**src/rtl/hazard_ctrl.sv**
```systemverilog
// hazard_ctrl: in-flight destination scoreboard driving distance-coded forwarding,
// load-use stalls, multi-cycle branch flushes and a saturating stall counter.
module hazard_ctrl #(
   parameter int AWIDTH       = 5,
   parameter int DEPTH        = 3,
   parameter int LOAD_LAT     = 1,
   parameter int FLUSH_CYCLES = 2,
   localparam int SW          = $clog2(DEPTH + 1)
) (
   input  logic              hc_clk,
   input  logic              hc_rst,
   input  logic              hc_i_issue_valid,
   input  logic [AWIDTH-1:0] hc_i_addr_rs,
   input  logic [AWIDTH-1:0] hc_i_addr_rt,
   input  logic              hc_i_use_rs,
   input  logic              hc_i_use_rt,
   input  logic              hc_i_wr_en,
   input  logic [AWIDTH-1:0] hc_i_addr_rd,
   input  logic              hc_i_is_load,
   input  logic              hc_i_branch_taken,
   output logic              hc_o_issue,
   output logic              hc_o_stall,
   output logic              hc_o_flush,
   output logic [SW-1:0]     hc_o_fwd_rs,
   output logic [SW-1:0]     hc_o_fwd_rt,
   output logic [15:0]       hc_o_stall_cnt
);
   localparam int FW = $clog2(FLUSH_CYCLES + 1);
   logic [DEPTH-1:0]  sb_valid, sb_load;
   logic [AWIDTH-1:0] sb_rd [DEPTH];
   logic [FW-1:0]     flush_cnt;
   logic [SW-1:0]     dist_rs, dist_rt;
   logic              load_rs, load_rt, hazard;

   // Scan from the deepest entry up so the nearest producer overrides older ones.
   always_comb begin
      dist_rs = '0;
      dist_rt = '0;
      load_rs = 1'b0;
      load_rt = 1'b0;
      for (int k = DEPTH - 1; k >= 0; k--) begin
         if (hc_i_use_rs && hc_i_addr_rs != '0 && sb_valid[k] && sb_rd[k] == hc_i_addr_rs) begin
            dist_rs = SW'(k + 1);
            load_rs = sb_load[k];
         end
         if (hc_i_use_rt && hc_i_addr_rt != '0 && sb_valid[k] && sb_rd[k] == hc_i_addr_rt) begin
            dist_rt = SW'(k + 1);
            load_rt = sb_load[k];
         end
      end
   end

   assign hazard     = (load_rs && int'(dist_rs) <= LOAD_LAT) || (load_rt && int'(dist_rt) <= LOAD_LAT);
   assign hc_o_flush = hc_i_branch_taken || flush_cnt != '0;
   assign hc_o_stall = hazard && hc_i_issue_valid && !hc_o_flush;
   assign hc_o_issue = hc_i_issue_valid && !hc_o_stall && !hc_o_flush;

   always_ff @(posedge hc_clk or posedge hc_rst) begin
      if (hc_rst) begin
         sb_valid       <= '0;
         sb_load        <= '0;
         for (int k = 0; k < DEPTH; k++) sb_rd[k] <= '0;
         flush_cnt      <= '0;
         hc_o_fwd_rs    <= '0;
         hc_o_fwd_rt    <= '0;
         hc_o_stall_cnt <= '0;
      end else begin
         sb_valid       <= {sb_valid[DEPTH-2:0], hc_o_issue && hc_i_wr_en && hc_i_addr_rd != '0};
         sb_load        <= {sb_load[DEPTH-2:0], hc_i_is_load};
         sb_rd[0]       <= hc_i_addr_rd;
         for (int k = 1; k < DEPTH; k++) sb_rd[k] <= sb_rd[k-1];
         flush_cnt      <= hc_i_branch_taken ? FW'(FLUSH_CYCLES - 1) : (flush_cnt != '0 ? flush_cnt - 1'b1 : '0);
         hc_o_fwd_rs    <= hc_o_issue ? dist_rs : '0;
         hc_o_fwd_rt    <= hc_o_issue ? dist_rt : '0;
         hc_o_stall_cnt <= (hc_o_stall && hc_o_stall_cnt != 16'hFFFF) ? hc_o_stall_cnt + 16'd1 : hc_o_stall_cnt;
      end
   end
endmodule

```
**config.mk**
```make
export PLATFORM = sky130hd
export DESIGN_NAME = hazard_ctrl
export DESIGN_NICKNAME = d
export VERILOG_FILES = /design/src/rtl/hazard_ctrl.sv
export SDC_FILE = /design/constraint.sdc
export NUM_CORES = 1
export LEC_CHECK = 0
export BUFFER_PORTS_ARGS = -buffer_cell sky130_fd_sc_hd__buf_2
export CORE_ASPECT_RATIO = 1.1
export CORE_MARGIN = 4
export CORE_UTILIZATION = 48
export CTS_CLUSTER_SIZE = 14
export DETAILED_ROUTE_END_ITERATION = 8
export GPL_TIMING_DRIVEN = 0
export PLACE_DENSITY = 0.8
export SETUP_SLACK_MARGIN = 0.1
export SYNTH_ARGS = -nofsm -noshare
export SYNTH_HDL_FRONTEND = slang
export SYNTH_SLANG_ARGS = --single-unit
```
**constraint.sdc**
```tcl
create_clock -name hc_clk -period 3.5 [get_ports hc_clk]
set_input_delay 0.175 -clock hc_clk [delete_from_list [all_inputs] [get_ports hc_clk]]
set_output_delay 0.175 -clock hc_clk [all_outputs]
set_load 0.03 [all_outputs]
```
==> impl_metrics.tcl <==
set metrics [dict create \
    syn-cell-area_mm2 0.00192 \
    gp_congestion 0.833 \
    cts_resized 0 \
    cts_setup_buffers 0 \
    nNetsFinal 245 \
    ant_nets 0 \
    cts_num_sinks 41 \
    rr_endpoint "hc_o_stall_cnt[1]" \
    route.detailed.drc 0 \
    yosys.area_share.xor_xnor_pct 20.5 \
    startpoint "sb_rd[10]" \
    ctsHoldBuffers 6 \
    reg2reg_slack_ps 1250 \
    finClkSkew_ps 9.11 \
    start_util_pct 51.4 \
    dp_cells 258 \
    final_hold_viol_count 0 \
    viasPerCell 5.08 \
    std_cell_rows 23 \
    synthAdderAreaFrac_pct 0.651 \
    rsz0062_at_grt "false" \
    die_width_um 68.3 \
    worstRegToRegCells 5 \
    drt-wirelength-per-cell_um 14.9 \
    place_hpwl_um 2960 \
    io_buffers 45 \
    min_period_ps 2350 \
    cp_max_fo 6 \
    synth_seq_cells 41 \
    grt_pass1_vias 1445 \
    clk_path_buf_depth 2 \
    synth_edf_count 0 \
    synthTopCellsByCount "dfrtp_1 (41), xnor2_1 (25), xor2_1 (20)" \
    antenna_found_initial 0 \
    endpoint "hc_o_issue" \
    stdcell_count 272 \
    maxSlewViolCount 0 \
    crit_path_end_kind "output port" \
    routed_wl_um 4050 \
    drive_gt1_share_pct 27.0 \
    clock_latency_ps 290 \
    syn_to_final_growth_pct 25.1 \
    yosys_warnings 0 \
    firstDrtPassIters 4 \
    slew_headroom_pct 43.1 \
    h-tree-depth 2 \
    core_mm2 0.00374 \
    maxCapViolCount 0 \
    grt_overflow 0 \
    setup_slack_ps 1150 \
    finalInstanceArea_mm2 0.00240 \
    ys.flop_type "dfrtp_1" \
    track_usage_pct 18.2 \
    synth_compound_area_share_pct 6.12 \
    synthArstFlopShare_pct 100 \
    syn_area_per_cell_um2 11.8 \
    tns_ps 0 \
    path_clk_slew_ps 80 \
    ys_seq_area_share_pct 53.4 \
    synthMuxAreaShare_pct 0.586 \
    timing.hold.ws_ps 58.6 \
    synth_most_common_cell "dfrtp_1" \
    grt_max_degree 42 \
    synthSimpleGateAreaFrac_pct 17.8 \
    worstMarginPinSlew_ps 852 \
    r2r-start "sb_rd[10]" \
    cts_buffers 5 \
    drt_first_iter_violations 56 \
    diodes 0 \
    cts_tree "yes" \
    p_per_area_mw_per_mm2 426 \
    place_ws_ps 1250 \
    p_leak_nw 1.19 \
    num_io_pins 46 \
    root_buffer "clkbuf_8" \
    arrival_ps 2180 \
    yosysTopAreaCell "dfrtp_1" \
    dieArea_mm2 0.00508 \
    worst-setup-path-type "register to output port" \
    vias 1383 \
    setup.worst_path.start_class "register" \
    syn_nets 187 \
    fmax_mhz 425 \
    placed_cell_area_mm2 0.00221 \
    synth.area.top_cells "dfrtp_1 (53%), xnor2_1 (11%), xor2_1 (9.1%), nand2_1 (2.3%), and3_1 (2.3%)" \
    fin_crit_sh_pct 67.2 \
    synth_cells 163 \
    yosys.cell_types.count 28 \
    min_path_type "input pin to async pin" \
    die_h_um 74.4 \
    synth_top_area_share_pct 53.4 \
    synth_top_family_by_area "XOR/XNOR gates" \
    setup_viol 0 \
    grt_pass1_wl_um 6790 \
    status "completed" \
    ir_drop_v 0.000324 \
    cp.required_ps 3320 \
]
kinds of logic (layout without fill, tap and decap cells):
group	count (synthesis)	count (layout)
flip-flops	41	41
XOR/XNOR	45	45
adder cells (fa/ha/maj)	1	1
AO/OA/AOI/OAI	14	14
buffers and inverters	5	64
multiplexers	1	1
AND/OR/NAND/NOR	56	56
where the power goes:
part	switching, mW	total [mW]	leakage, nW	internal, mW
combinational	0.0495	0.0875	0.594	0.0380
clock	0.158	0.441	0.0681	0.283
sequential	0.0110	0.495	0.533	0.484
metrics by stage:
stage	util [%]	power [mW]
2_1_floorplan	-	0.554
3_3_place_gp	59.1	0.585
3_5_place_dp	59.1	0.587
4_1_cts	64.2	1.03
5_1_grt	64.2	1.07
6_report	64.2	1.02
critical path, stage by stage, from the launching register on:
cell	delay (ps)
dfrtp_1	410
xor2_1	180
nor4_2	330
nand4b_2	290
a21o_1	260
nand2_1	170
inv_1	70
buf_2	180
cells in the final DEF (no fill, tap or decap):
cell / synthesis / routed
a21oi_1: 2 / 2
nor4_1: 2 / 2
nor4_2: 1 / 1
inv_2: 0 / 1
dlygate4sd3_1: 0 / 6
nand4b_2: 1 / 1
ha_1: 1 / 1
nand3_1: 8 / 8
and4_1: 1 / 1
o21ai_1: 2 / 2
dfrtp_1: 41 / 41
clkbuf_8: 0 / 5
xor2_1: 20 / 20
buf_2: 0 / 45
o21ai_0: 3 / 3
xnor2_1: 25 / 25
nor4_4: 1 / 1
nand4_1: 7 / 7
nor2_1: 7 / 7
nand4b_4: 1 / 1
nor3_1: 4 / 4
a211oi_4: 1 / 1
or4_1: 3 / 3
a2111oi_4: 1 / 1
mux2_1: 1 / 1
nand2_1: 12 / 12
inv_1: 5 / 4
bufinv_16: 0 / 2
and2_1: 1 / 1
a21o_1: 2 / 2
o22ai_1: 2 / 2
o31ai_1: 1 / 1
clkinv_2: 0 / 1
and3_1: 7 / 7
state kept, by name, indices dropped and copies added, names as in the netlist:
name            count
flush_cnt           2
hc_o_fwd_rs         2
hc_o_fwd_rt         2
hc_o_stall_cnt     16
sb_load             1
sb_rd              15
sb_valid            3
worst min path at each step:
stage,endpoint,slack [ps]
floorplan,sb_load[0],210
global placement,sb_load[0],280
detailed placement,sb_load[0],280
CTS,flush_cnt[1],50
global route,flush_cnt[1],80
finish,flush_cnt[1],60
layer usage:
layer / track usage, % / routed length (um) / share of wire [%] / up-vias
met3: 3.63 / 159 / 3.9 / 4
met4: 7.95 / 70 / 1.7 / 0
met2: 29.3 / 2050 / 51 / 33
met5: 0 / 0 / 0 / -
met1: 23.8 / 1770 / 44 / 662
li1: - / - / - / 684
cell type report:
cell class | instances | area (um2)
sequential | 41 | 1030
clock buffer | 5 | 68.8
inverter | 5 | 18.8
clock inverter | 3 | 65.1
timing repair buffer | 51 | 285
tap | 50 | 62.6
fill | 310 | 1340
multi-input combinational | 117 | 877
Power figures use the tool's default switching activity.
